## src/rtl/fetch_queue_pkg.sv

```systemverilog
// rtl/fetch_queue_pkg.sv - shared types, constants and helpers for the fetch queue
package fetch_queue_pkg;

  localparam int PARCEL_W = 16;

  // Fetch/issue control state; pointer and count widths depend on DEPTH and live in the top.
  typedef struct packed {
    logic [31:0] fpc;
    logic [31:0] pc;
    logic        skip_low;
  } fetch_queue_reg_type;

  localparam fetch_queue_reg_type init_fetch_queue_reg = '{
    fpc:      32'h0,
    pc:       32'h0,
    skip_low: 1'b0
  };

  function automatic logic is_32bit(input logic [PARCEL_W-1:0] parcel);
    return parcel[1:0] == 2'b11;
  endfunction

endpackage

```

## src/rtl/fetch_queue_ram.sv

```systemverilog
// rtl/fetch_queue_ram.sv - parcel storage, two adjacent write ports, two async read ports
module fetch_queue_ram
  import fetch_queue_pkg::*;
#(
  parameter int DEPTH = 8,
  parameter int AW    = $clog2(DEPTH)
) (
  input  logic                clk,
  input  logic                we0,
  input  logic [AW-1:0]       waddr0,
  input  logic [PARCEL_W-1:0] wdata0,
  input  logic                we1,
  input  logic [AW-1:0]       waddr1,
  input  logic [PARCEL_W-1:0] wdata1,
  input  logic [AW-1:0]       raddr0,
  output logic [PARCEL_W-1:0] rdata0,
  input  logic [AW-1:0]       raddr1,
  output logic [PARCEL_W-1:0] rdata1
);

  logic [PARCEL_W-1:0] mem [DEPTH];

  always_ff @(posedge clk) begin
    if (we0) mem[waddr0] <= wdata0;
    if (we1) mem[waddr1] <= wdata1;
  end

  assign rdata0 = mem[raddr0];
  assign rdata1 = mem[raddr1];

endmodule

```

## src/rtl/fetch_queue.sv

```systemverilog
// rtl/fetch_queue.sv - instruction fetch queue splitting memory words into 16/32-bit instructions
module fetch_queue
  import fetch_queue_pkg::*;
#(
  parameter int          DEPTH    = 8,
  parameter logic [31:0] RESET_PC = 32'h0
) (
  input  logic        clk,
  input  logic        rst,
  input  logic        jump,
  input  logic [31:0] jump_addr,
  output logic        mem_valid,
  output logic [31:0] mem_addr,
  input  logic        mem_ready,
  input  logic [31:0] mem_rdata,
  output logic        instr_valid,
  output logic [31:0] instr,
  output logic [31:0] instr_pc,
  input  logic        instr_ready
);

  localparam int PW = $clog2(DEPTH);
  localparam int CW = PW + 1;

  fetch_queue_reg_type r, rin;
  logic [PW-1:0]       head, tail, head_nxt, tail_nxt;
  logic [CW-1:0]       count, count_nxt, head_len, wr_len;
  logic [PARCEL_W-1:0] p0, p1;
  logic                head_32, mem_fire, instr_fire;
  logic                unused_bit0;

  assign unused_bit0 = jump_addr[0];

  assign head_32     = is_32bit(p0);
  assign head_len    = head_32 ? CW'(2) : CW'(1);
  assign wr_len      = r.skip_low ? CW'(1) : CW'(2);
  assign instr_valid = rst && (count >= head_len);
  assign instr       = instr_valid ? (head_32 ? {p1, p0} : {16'h0, p0}) : 32'h0;
  assign instr_pc    = r.pc;
  // Two free slots guarantee a full word always fits, so accepted data never overflows.
  assign mem_valid   = rst && !jump && (count <= CW'(DEPTH - 2));
  assign mem_addr    = r.fpc;
  assign mem_fire    = mem_valid && mem_ready;
  assign instr_fire  = instr_valid && instr_ready && !jump;

  fetch_queue_ram #(.DEPTH(DEPTH), .AW(PW)) u_ram (
    .clk    (clk),
    .we0    (mem_fire),
    .waddr0 (tail),
    .wdata0 (r.skip_low ? mem_rdata[31:16] : mem_rdata[15:0]),
    .we1    (mem_fire && !r.skip_low),
    .waddr1 (tail + PW'(1)),
    .wdata1 (mem_rdata[31:16]),
    .raddr0 (head),
    .rdata0 (p0),
    .raddr1 (head + PW'(1)),
    .rdata1 (p1)
  );

  always_comb begin
    rin       = r;
    head_nxt  = head;
    tail_nxt  = tail;
    count_nxt = count;
    if (jump) begin
      head_nxt     = '0;
      tail_nxt     = '0;
      count_nxt    = '0;
      rin.pc       = {jump_addr[31:1], 1'b0};
      rin.fpc      = {jump_addr[31:2], 2'b00};
      rin.skip_low = jump_addr[1];
    end else begin
      if (mem_fire) begin
        tail_nxt     = tail + wr_len[PW-1:0];
        rin.fpc      = r.fpc + 32'd4;
        rin.skip_low = 1'b0;
      end
      if (instr_fire) begin
        head_nxt = head + head_len[PW-1:0];
        rin.pc   = r.pc + (head_32 ? 32'd4 : 32'd2);
      end
      count_nxt = count + (mem_fire ? wr_len : CW'(0)) - (instr_fire ? head_len : CW'(0));
    end
  end

  always_ff @(posedge clk) begin
    if (!rst) begin
      r          <= init_fetch_queue_reg;
      r.fpc      <= RESET_PC & 32'hFFFF_FFFC;
      r.pc       <= RESET_PC;
      r.skip_low <= RESET_PC[1];
      head       <= '0;
      tail       <= '0;
      count      <= '0;
    end else begin
      r     <= rin;
      head  <= head_nxt;
      tail  <= tail_nxt;
      count <= count_nxt;
    end
  end

endmodule

```

## config.mk

```make
export PLATFORM = sky130hd
export DESIGN_NAME = fetch_queue
export DESIGN_NICKNAME = d
export VERILOG_FILES = /design/src/rtl/fetch_queue_pkg.sv /design/src/rtl/fetch_queue_ram.sv /design/src/rtl/fetch_queue.sv
export SDC_FILE = /design/constraint.sdc
export NUM_CORES = 1
export LEC_CHECK = 0
export CORE_ASPECT_RATIO = 1.1
export CORE_MARGIN = 2
export CORE_UTILIZATION = 30
export DETAILED_ROUTE_END_ITERATION = 12
export GPL_TIMING_DRIVEN = 0
export HOLD_SLACK_MARGIN = 0.02
export PLACE_DENSITY = 0.6
export SKIP_LAST_GASP = 1
export SLEW_MARGIN = 20
export SYNTH_ARGS = -nofsm -noshare
export SYNTH_HDL_FRONTEND = slang
export SYNTH_SLANG_ARGS = --single-unit
```

## constraint.sdc

```tcl
create_clock -name clk -period 4.3 [get_ports clk]
set_input_delay 0.645 -clock clk [delete_from_list [all_inputs] [get_ports clk]]
set_output_delay 0.645 -clock clk [all_outputs]
set_load 0.03 [all_outputs]
```

==> results of run 1 <==
## Yosys cell counts (all sizes together), types with 2 or more instances
| cell type | n |
|---|---|
| nand2b | 4 |
| xnor2 | 35 |
| a211oi | 2 |
| a21oi | 177 |
| nand3 | 29 |
| o31ai | 4 |
| nor4 | 22 |
| mux2 | 3 |
| clkbuf | 47 |
| or3 | 4 |
| a21o | 2 |
| mux2i | 54 |
| and2 | 2 |
| nand4 | 29 |
| nor3 | 14 |
| and4 | 7 |
| nand3b | 2 |
| a32oi | 3 |
| and3 | 12 |
| a2bb2oi | 2 |
| edfxtp | 128 |
| inv | 40 |
| buf | 113 |
| nor4b | 3 |
| nor2 | 167 |
| mux4 | 64 |
| o21ai | 44 |
| dfxtp | 75 |
| or4 | 3 |
| nand2 | 81 |
| o211ai | 2 |
| fa | 5 |
| xor2 | 12 |
| nor3b | 2 |
| ha | 16 |
| a31oi | 6 |
## worst reg2reg max path: cells and delay by family (launching register included)
family,cells,cell delay [ns]
AND/OR/NAND/NOR,5,0.68
multiplexers,1,0.56
XOR/XNOR,1,0.14
AO/OA/AOI/OAI,4,0.66
flip-flops,1,0.48
buffers and inverters,3,0.35
adder cells (fa/ha/maj),3,1.05
## through the flow
step / cell area, sq um / instances / setup WS, ns / setup TNS [ns]
floorplan: 12500 / 1234 / 0.00499 / 0
global placement: 14600 / 1938 / -1.74 / -172.67
detailed placement: 14800 / 1946 / -1.77 / -43.69
CTS: 15700 / 1992 / 0.0179 / 0
global route: 15700 / 1993 / 0.0106 / 0
finish: 15700 / 1993 / 0.158 / 0
## layout by cell type, fill, tap and decap left out, drive strengths merged, types with 4 or more instances in the layout
cell           count
nor2             167
nand2             81
o31ai              4
mux4              64
clkdlybuf4s15      4
nor3              14
mux2i             54
a21oi            177
and3              12
nor4              22
a31oi              6
clkdlybuf4s50    117
edfxtp           128
xnor2             35
buf              131
nand2b             4
dlygate4sd2       14
nand3             29
clkbuf            82
o21ai             44
clkinv             7
and4               7
inv               41
nand4             29
dfxtp             75
xor2              12
or3                4
fa                 5
ha                16
## layout make-up
type | instances | area share
Timing Repair Buffer | 158 | 0.0982
Clock buffer | 35 | 0.0436
Inverter | 41 | 0.00999
Buffer | 156 | 0.0603
Tap cell | 560 | 0.0448
Multi-Input combinational cell | 830 | 0.395
Sequential cell | 203 | 0.341
Clock inverter | 10 | 0.00719
## metal layers
metal / wire, um / global-route usage
met3: 3840 / 0.0331
met4: 1710 / 0.0771
met1: 17400 / 0.261
met2: 20100 / 0.321
met5: 0 / 0
## cell families after synthesis
family	Yosys count
simple gates	386
compound gates	252
flops	203
buf+inv	201
mux	121
xor+xnor	47
fa+ha+maj	21
other cells	1
## registers in the layout, summed over array words and instances, names as in the netlist, named ones only
signal	cells
u_ram.mem	128
instr_pc	31
tail	3
count	4
head	3
r	1
mem_addr	30
## how the worst min path moves through the flow
stage          slack [ns]  cells past startpoint                        end
2_1_floorplan        0.46                      1  mem_addr[28]$_SDFFE_PN0P_
3_3_place_gp         0.50                      2   mem_addr[9]$_SDFFE_PN0P_
3_5_place_dp         0.51                      1  mem_addr[28]$_SDFFE_PN0P_
4_1_cts              0.52                      1  mem_addr[28]$_SDFFE_PN0P_
5_1_grt              0.54                      1  mem_addr[28]$_SDFFE_PN0P_
6_report             0.53                      2  mem_addr[31]$_SDFFE_PN0P_
## power groups by stage
stage          clock network (mW)  logic (mW)  registers, mW
3_3_place_gp                    0       0.990           2.25
6_report                     2.10        1.04           2.22
2_1_floorplan                   0       0.642           2.23
5_1_grt                      2.19        1.11           2.23
4_1_cts                      2.11        1.02           2.22
3_5_place_dp                    0        1.01           2.26
## what timing repair did
| item | CTS | global route |
|---|---|---|
| resized for setup | 64 | 25 |
| gates cloned | 0 | 0 |
| setup endpoints to repair | 37 | 31 |
| hold buffers | 0 | 0 |
| pin swaps | 2 | 1 |
| setup buffers | 4 | 2 |
==> metrics.cfg, run 1 <==
[logic_synthesis]
synth-compound-area-share = 0.113
synth.mux.area_fraction = 0.162
synth-seq-area-share = 0.428
avgSynthCellArea_sq_um = 10.1
ys.flop_type = edfxtp_1
async_flop_share = 0
yosys.area_share.simple = 0.153
yosysTopAreaCellShare = 0.308
syn_inst = 1232
synth_cell_types = 66
synth_top_area_cell = edfxtp_1
synth_warnings = 0
synth_area_sq_um = 12500
synth_top_family_by_area = multiplexers
synthAdderAreaFrac = 0.0241
ys_ff_latch = 203
synth-xor-area-share = 0.0330
synth_edf_count = 128
ys_top_cells_by_area = edfxtp_1, dfxtp_1, mux4_2

[setup_path]
crit_required_ns = 3.65
path_buf_inv = 3
critPathKind = reg2out
cp_slowest_cell = clkdlybuf4s50_1
cp_top_family = buffers and inverters
cp-start-kind = flop
cp_max_fo = 6
cpPeakStageDelay_ns = 0.60
crit_path_end_kind = output pin
crit_cells = 11
rr_endpoint = count[3]$_SDFF_PP0_
arrival_ns = 3.50
crit_chain = mux4_2, nand2_1, o21ai_4, inv_4, ha_1, nand2b_1, a31oi_4, nand2b_4, buf_4, nor2_1, clkdlybuf4s50_1
regToRegSetupSlack_ns = 0.28
reg2reg_depth = 17
worstSetupEndpoint = instr[0]

[routing]
drt.antenna.violating_nets = 0
viasPerCell = 5.35
drtIter0Drc = 1027
wire_per_inst_um = 21.6
vias = 10700
first_pass_iters = 5
drcViolationCount = 0
routed_wl_um = 43100

[global_routing]
grt_pass1_vias = 10500
grtUsageTotal = 0.197
antenna_found_initial = 0
grt_pass1_wl_um = 64300
grt_overflow = 0
grt_max_degree = 17

[die]
die-height_um = 218
io_pins = 167
start_util = 0.303
dieArea_sq_um = 43200
rows = 78
fp.dieW_um = 198
core_sq_um = 41200

[timing]
whs_ns = 0.533
layout_min_cycle_time_ns = 4.14
clock.fmax_ghz = 0.241
min_period_over_period = 0.963
slew_viol_final = 0
maxSlewHeadroom = 0.295
finalSetupViolCount = 0
hold_viol_final = 0
skew_ns = 0.0217
worst_pin_slew_ns = 1.06
rsz0062_at_grt = no

[power_and_ir_drop]
clockPowerShare = 0.392
power_frac_comb = 0.194
power_leakage_nw = 5.42
power_frac_seq = 0.414
switching_share = 0.288
irDropWorstVdd_v = 0.000303
power_per_cell_area_nw_per_um2 = 342
switchingPower_mw = 1.54
power.internal_mw = 3.81
p_total_mw = 5.35

[clock_network]
cts_buffer_depth = 3
clock_sink_count = 203
cts_root_buf = clkbuf_16
clkTransAtPathRegs_ns = 0.06
h-tree-depth = 1
insertion_delay_ns = 0.55
cts_tree = yes
numCtsBuffers = 25

[min_path]
worstHoldStart = mem_addr[31]$_SDFFE_PN0P_
hp-class = reg2reg

[run]
max_cap_viol_count = 0

[finish]
post-route-util = 0.380
diodes = 0
drive_gt1_frac = 0.188
fillers = 4107
multi_input_area_sq_um = 6180
areaGrowthSynthToFinish_pct = 25.5
nets = 1505
regArea_sq_um = 5350

[placed_design]
portBuffers = 144
dp_hpwl_um = 30800
routabilityCongestion = 0.858

[status]
status = completed

No activity file was read; power rests on OpenSTA's default activity.
==> run 2, diff against run 1 <==
==> constraint.sdc (replaced) <==
create_clock -name clk -period 4.3 [get_ports clk]
set_input_delay 0.86 -clock clk [delete_from_list [all_inputs] [get_ports clk]]
set_output_delay 0.86 -clock clk [all_outputs]
set_load 0.03 [all_outputs]
==> metrics.cfg, run 2 (synthesis results as in run 1) <==
[power_and_ir_drop]
power.internal_mw = 3.80  ; was 3.81 mW
p_total_mw = 5.35  ; about the same
switchingPower_mw = 1.55  ; was 1.54 mW
power_frac_seq = 0.415  ; was 0.414
power_per_cell_area_nw_per_um2 = 342  ; about the same
switching_share = 0.289  ; was 0.288
power_leakage_nw = 5.47  ; was 5.42 nW
power_frac_comb = 0.191  ; was 0.194
clockPowerShare = 0.393  ; was 0.392
irDropWorstVdd_v = 0.000303  ; about the same

[setup_path]
regToRegSetupSlack_ns = 0.17  ; was 0.28 ns
crit_cells = 13  ; was 11
cp_top_family = buffers and inverters  ; unchanged
path_buf_inv = 4  ; was 3
cpPeakStageDelay_ns = 0.42  ; was 0.60 ns
rr_endpoint = count[3]$_SDFF_PP0_  ; unchanged
cp-start-kind = flop  ; unchanged
critPathKind = reg2out  ; unchanged
crit_required_ns = 3.44  ; was 3.65 ns
arrival_ns = 3.35  ; was 3.50 ns
reg2reg_depth = 18  ; was 17
crit_path_end_kind = output pin  ; unchanged
cp_max_fo = 7  ; was 6
cp_slowest_cell = clkdlybuf4s15_1  ; was clkdlybuf4s50_1
crit_chain = buf_4, mux4_2, nand2_1, o21ai_4, inv_4, ha_1, nand2b_1, a31oi_4, nand2b_4, inv_1, nand2_4, a21oi_1, clkdlybuf4s15_1  ; was mux4_2, nand2_1, o21ai_4, inv_4, ha_1, nand2b_1, a31oi_4, nand2b_4, buf_4, nor2_1, clkdlybuf4s50_1
worstSetupEndpoint = instr[16]  ; was instr[0]

[routing]
drt.antenna.violating_nets = 0  ; unchanged
wl_met1_um = 17100  ; was 17,400 um
vias = 10700  ; about the same
wl_met2_um = 20100  ; about the same
drtIter0Drc = 1025  ; was 1,027
drcViolationCount = 0  ; unchanged
top_layer_used = met4  ; unchanged
wl_met3_um = 4170  ; was 3840 um
first_pass_iters = 5  ; unchanged
wire_per_inst_um = 21.6  ; about the same
routed_wl_um = 43100  ; about the same
viasPerCell = 5.36  ; was 5.35

[timing]
finalSetupViolCount = 0  ; unchanged
clock.fmax_ghz = 0.237  ; was 0.241 GHz
maxSlewHeadroom = 0.306  ; was 0.295
whs_ns = 0.531  ; was 0.533 ns
setup_slack_ns = 0.0877  ; was 0.158 ns
worst_pin_slew_ns = 1.04  ; was 1.06 ns
layout_min_cycle_time_ns = 4.21  ; was 4.14 ns
slew_viol_final = 0  ; unchanged
rsz0062_at_grt = yes  ; was no
fin_setup_tns_ns = 0  ; unchanged
hold_viol_final = 0  ; unchanged
skew_ns = 0.0223  ; was 0.0217 ns
min_period_over_period = 0.980  ; was 0.963

[die]
start_util = 0.303  ; unchanged
die-height_um = 218  ; unchanged
core_sq_um = 41200  ; unchanged
fp.dieW_um = 198  ; unchanged
rows = 78  ; unchanged
dieArea_sq_um = 43200  ; unchanged
io_pins = 167  ; unchanged

[global_routing]
antenna_found_initial = 0  ; unchanged
grtUsageTotal = 0.197  ; about the same
grt_pass1_vias = 10500  ; about the same
grt_overflow = 0  ; unchanged
grt_max_degree = 17  ; unchanged
grt_pass1_wl_um = 64300  ; about the same

[clock_network]
cts_tree = yes  ; unchanged
clock_sink_count = 203  ; unchanged
h-tree-depth = 1  ; unchanged
cts_buffer_depth = 3  ; unchanged
numCtsBuffers = 25  ; unchanged
cts_root_buf = clkbuf_16  ; unchanged
clkTransAtPathRegs_ns = 0.06  ; about the same
insertion_delay_ns = 0.55  ; about the same

[finish]
fillers = 4108  ; was 4,107
post-route-util = 0.380  ; about the same
areaGrowthSynthToFinish_pct = 25.4  ; was 25.5%
max_flop_register = u_ram.mem  ; unchanged
final_common_cell = a21oi_1  ; unchanged
drive_gt1_frac = 0.191  ; was 0.188
regArea_sq_um = 5350  ; about the same
final_cell_mix = a21oi_1, nor2_1, edfxtp_1, clkdlybuf4s50_1, nand2_1  ; unchanged
nets = 1507  ; was 1,505
multi_input_area_sq_um = 6170  ; was 6180 sq um
largest_reg_flops = 128  ; unchanged

[status]
status = completed  ; unchanged

[run]
max_cap_viol_count = 0  ; unchanged

[min_path]
hp-class = reg2reg  ; unchanged

[placed_design]
dp_hpwl_um = 30800  ; unchanged
routabilityCongestion = 0.858  ; unchanged
portBuffers = 144  ; unchanged
pre_cts_ws_ns = -1.99  ; was -1.77 ns

==> run 2: cell count changes in the layout (fill, tap and decap cells not counted), sizes merged <==
| cell | change |
|---|---|
| buf | +4 |
| clkdlybuf4s50 | -4 |
| clkdlybuf4s15 | -3 |
| clkbuf | +2 |
| dlymetal6s2s | +2 |
| diode | +1 |
| dlygate4sd2 | +1 |
==> run 2: power by group through the flow <==
stage	Combinational, mW	Sequential [mW]	Clock (mW)
floorplan	0.642	2.23	0
global placement	0.990	2.25	0
detailed placement	1.01	2.26	0
CTS	1.02	2.22	2.11
global route	1.10	2.23	2.19
finish	1.02	2.22	2.10
==> run 2: what timing repair did <==
item / 4_1_cts / 5_1_grt
pin swaps: 3 / 2
setup endpoints to repair: 37 / 32
hold buffers: 0 / 0
resized for setup: 81 / 22
buffers inserted: 6 / 1
==> run 2: routing by layer <==
metal / vias up / GRT usage
met5: - / 0
met4: 0 / 0.0771
met3: 86 / 0.0326
met2: 607 / 0.321
met1: 5194 / 0.261
li1: 4803 / -
==> run 2: cell type report <==
| class | count | share of cell area |
|---|---|---|
| Antenna cell | 1 | 0.000160 |
| Sequential cell | 203 | 0.342 |
| Buffer | 157 | 0.0608 |
| Tap cell | 560 | 0.0448 |
| Inverter | 41 | 0.0100 |
| Clock inverter | 10 | 0.00720 |
| Multi-Input combinational cell | 830 | 0.395 |
| Timing Repair Buffer | 159 | 0.0971 |
| Clock buffer | 35 | 0.0437 |
==> run 2: worst min-delay path by stage <==
stage / start / end / slack [ns] / cells after the start
6_report: mem_addr[31]$_SDFFE_PN0P_ / mem_addr[31]$_SDFFE_PN0P_ / 0.53 / 2
5_1_grt: mem_addr[28]$_SDFFE_PN0P_ / mem_addr[28]$_SDFFE_PN0P_ / 0.54 / 1
4_1_cts: mem_addr[28]$_SDFFE_PN0P_ / mem_addr[28]$_SDFFE_PN0P_ / 0.52 / 1
3_5_place_dp: mem_addr[28]$_SDFFE_PN0P_ / mem_addr[28]$_SDFFE_PN0P_ / 0.51 / 1
3_3_place_gp: mem_addr[9]$_SDFFE_PN0P_ / mem_addr[9]$_SDFFE_PN0P_ / 0.50 / 2
2_1_floorplan: mem_addr[28]$_SDFFE_PN0P_ / mem_addr[28]$_SDFFE_PN0P_ / 0.46 / 1
==> run 2: per-stage QoR <==
stage | area [sq um] | instances
after floorplan | 12500 | 1234
after detailed placement | 14800 | 1946
after CTS | 15600 | 1994
final | 15600 | 1996
after global placement | 14600 | 1938
after global routing | 15600 | 1995
==> run 2: tightest hold or removal path: cells and delay by family (launching register included) <==
kind	cells	cell delay (ns)
AO/OA/AOI/OAI	2	0.16
flip-flops	1	0.32
==> run 3, diff against run 2 <==
--- a/config.mk
+++ b/config.mk
@@ -11,9 +11,8 @@
 export DETAILED_ROUTE_END_ITERATION = 12
 export GPL_TIMING_DRIVEN = 0
 export HOLD_SLACK_MARGIN = 0.02
-export PLACE_DENSITY = 0.6
+export PLACE_DENSITY = 0.59
 export SKIP_LAST_GASP = 1
-export SLEW_MARGIN = 20
 export SYNTH_ARGS = -nofsm -noshare
 export SYNTH_HDL_FRONTEND = slang
 export SYNTH_SLANG_ARGS = --single-unit
==> constraint.sdc (replaced) <==
create_clock -name clk -period 5 [get_ports clk]
set_input_delay 1 -clock clk [delete_from_list [all_inputs] [get_ports clk]]
set_output_delay 1 -clock clk [all_outputs]
set_load 0.03 [all_outputs]
==> metrics.cfg, run 3 (synthesis results as in run 1) <==
[status]
status = completed  ; unchanged

[power_and_ir_drop]
irDropWorstVdd_v = 0.000298  ; was 0.000303 V
power_per_cell_area_nw_per_um2 = 290  ; was 342 nW/um^2
power_leakage_nw = 5.40  ; was 5.47 nW

[setup_path]
regToRegSetupSlack_ns = 0.32  ; was 0.17 ns
critPathKind = reg2out  ; unchanged
cpPeakStageDelay_ns = 0.41  ; was 0.42 ns
crit_path_end_kind = output pin  ; unchanged
crit_top_cell = nand2b_1
crit_required_ns = 4.00  ; was 3.44 ns
crit_chain = buf_2, mux4_2, nand2_1, o21ai_4, inv_4, ha_1, nand2b_1, a31oi_4, nand2b_1, clkbuf_4, inv_1, nand2_4, clkbuf_8, a21oi_1, clkdlybuf4s15_1  ; was buf_4, mux4_2, nand2_1, o21ai_4, inv_4, ha_1, nand2b_1, a31oi_4, nand2b_4, inv_1, nand2_4, a21oi_1, clkdlybuf4s15_1
path_buf_inv = 6  ; was 4
arrival_ns = 3.79  ; was 3.35 ns
cp-start-kind = flop  ; unchanged
cp_max_fo = 10  ; was 7
cp_top_family = buffers and inverters  ; unchanged
cp_slowest_cell = clkdlybuf4s15_1  ; unchanged

[global_routing]
grtUsageTotal = 0.198  ; was 0.197
grt_pass1_vias = 10500  ; about the same
antenna_found_initial = 1  ; was 0
grt_overflow = 0  ; unchanged
grt_pass1_wl_um = 64300  ; about the same
grt_max_degree = 17  ; unchanged

[timing]
slew_viol_final = 0  ; unchanged
rsz0062_at_grt = no  ; was yes
maxSlewHeadroom = 0.270  ; was 0.306
skew_ns = 0.0151  ; was 0.0223 ns
clock.fmax_ghz = 0.209
layout_min_cycle_time_ns = 4.79
finalSetupViolCount = 0  ; unchanged
min_period_over_period = 0.958
hold_viol_final = 0  ; unchanged
worst_pin_slew_ns = 1.09  ; was 1.04 ns
whs_ns = 0.527  ; was 0.531 ns

[clock_network]
clkTransAtPathRegs_ns = 0.06  ; about the same
numCtsBuffers = 24  ; was 25
clock_sink_count = 203  ; unchanged
h-tree-depth = 1  ; unchanged
cts_tree = yes  ; unchanged
insertion_delay_ns = 0.53  ; was 0.55 ns
cts_buffer_depth = 3  ; unchanged
cts_root_buf = clkbuf_16  ; unchanged

[die]
rows = 78  ; unchanged
die-height_um = 218  ; unchanged
dieArea_sq_um = 43200  ; unchanged
core_sq_um = 41200  ; unchanged
start_util = 0.303  ; unchanged
io_pins = 167  ; unchanged
fp.dieW_um = 198  ; unchanged

[routing]
vias = 10600  ; was 10,700
drtIter0Drc = 1003  ; was 1,025
routed_wl_um = 43000  ; was 43,100 um
first_pass_iters = 7  ; was 5
wire_per_inst_um = 21.6  ; about the same
drcViolationCount = 0  ; unchanged
drt.antenna.violating_nets = 0  ; unchanged
viasPerCell = 5.30  ; was 5.36

[finish]
final_cell_mix = a21oi_1, nor2_1, edfxtp_1, clkdlybuf4s50_1, nand2_1  ; unchanged
final_common_cell = a21oi_1  ; unchanged
max_flop_register = u_ram.mem  ; unchanged
areaGrowthSynthToFinish_pct = 25.1  ; was 25.4%
drive_gt1_frac = 0.180  ; was 0.191
fillers = 4137  ; was 4,108
final_area_sq_um = 15600  ; about the same
diodes = 0  ; was 1
nets = 1503  ; was 1,507
largest_reg_flops = 128  ; unchanged

[placed_design]
placed_cell_area_sq_um = 14800  ; about the same
portBuffers = 144  ; unchanged
dp_hpwl_um = 30700  ; was 30,800 um
routabilityCongestion = 0.886  ; was 0.858

[min_path]
hp-class = reg2reg  ; unchanged

[run]
max_cap_viol_count = 0  ; unchanged

## run 3: metal layers
layer	up-vias	wire length, um	GRT usage
met1	5122	17200	0.259
met5	-	11	0
met4	2	1070	0.0520
met2	578	20700	0.336
met3	71	4100	0.0356
li1	4787	-	-
## run 3: area by class of cell
type | count | area, sq um | share of cell area
buffer | 159 | 943 | 0.0605
clock buffer | 37 | 703 | 0.0451
clock inverter | 7 | 62.6 | 0.00401
inverter | 41 | 156 | 0.0100
multi-input combinational | 830 | 6140 | 0.394
sequential | 203 | 5350 | 0.343
tap | 560 | 701 | 0.0449
timing repair buffer | 154 | 1550 | 0.0991
## run 3: through the flow
stage                     setup WS, ns  total power, mW  utilization  TNS [ns]  instances
after CTS                      0.00668             4.53        0.378         0       1989
final                            0.210             4.52        0.379         0       1991
after global routing           0.00812             4.68        0.379         0       1991
after detailed placement         -1.68             2.80        0.359    -39.10       1945
after global placement           -1.58             2.79        0.355   -132.22       1938
after floorplan                  0.632             2.47            -         0       1234
## run 3: worst paths after layout
path,start,end,depth (start not counted)
worst max-delay path,flop,instr[30],15
worst min-delay path,mem_addr[9]$_SDFFE_PN0P_,mem_addr[9]$_SDFFE_PN0P_,2
worst max register to register,flop,count[3]$_SDFF_PP0_,19
worst min register to register,mem_addr[9]$_SDFFE_PN0P_,mem_addr[9]$_SDFFE_PN0P_,2
## run 3: worst min-delay path: stages (launching register included)
cell and delay (ns):
dfxtp_1 0.34, o21ai_0 0.08, a21oi_1 0.06
## run 3: what timing repair did
action,4_1_cts,5_1_grt
buffers inserted,1,2
hold buffers,0,0
gates resized for setup,27,14
setup endpoints to repair,36,25
pin swaps,1,1
cloned,0,0
## run 3: power breakdown
group	leakage [nW]	switching, mW	internal [mW]
Combinational	3.24	0.518	0.365
Clock	0.382	0.712	1.02
Sequential	1.78	0.0620	1.85
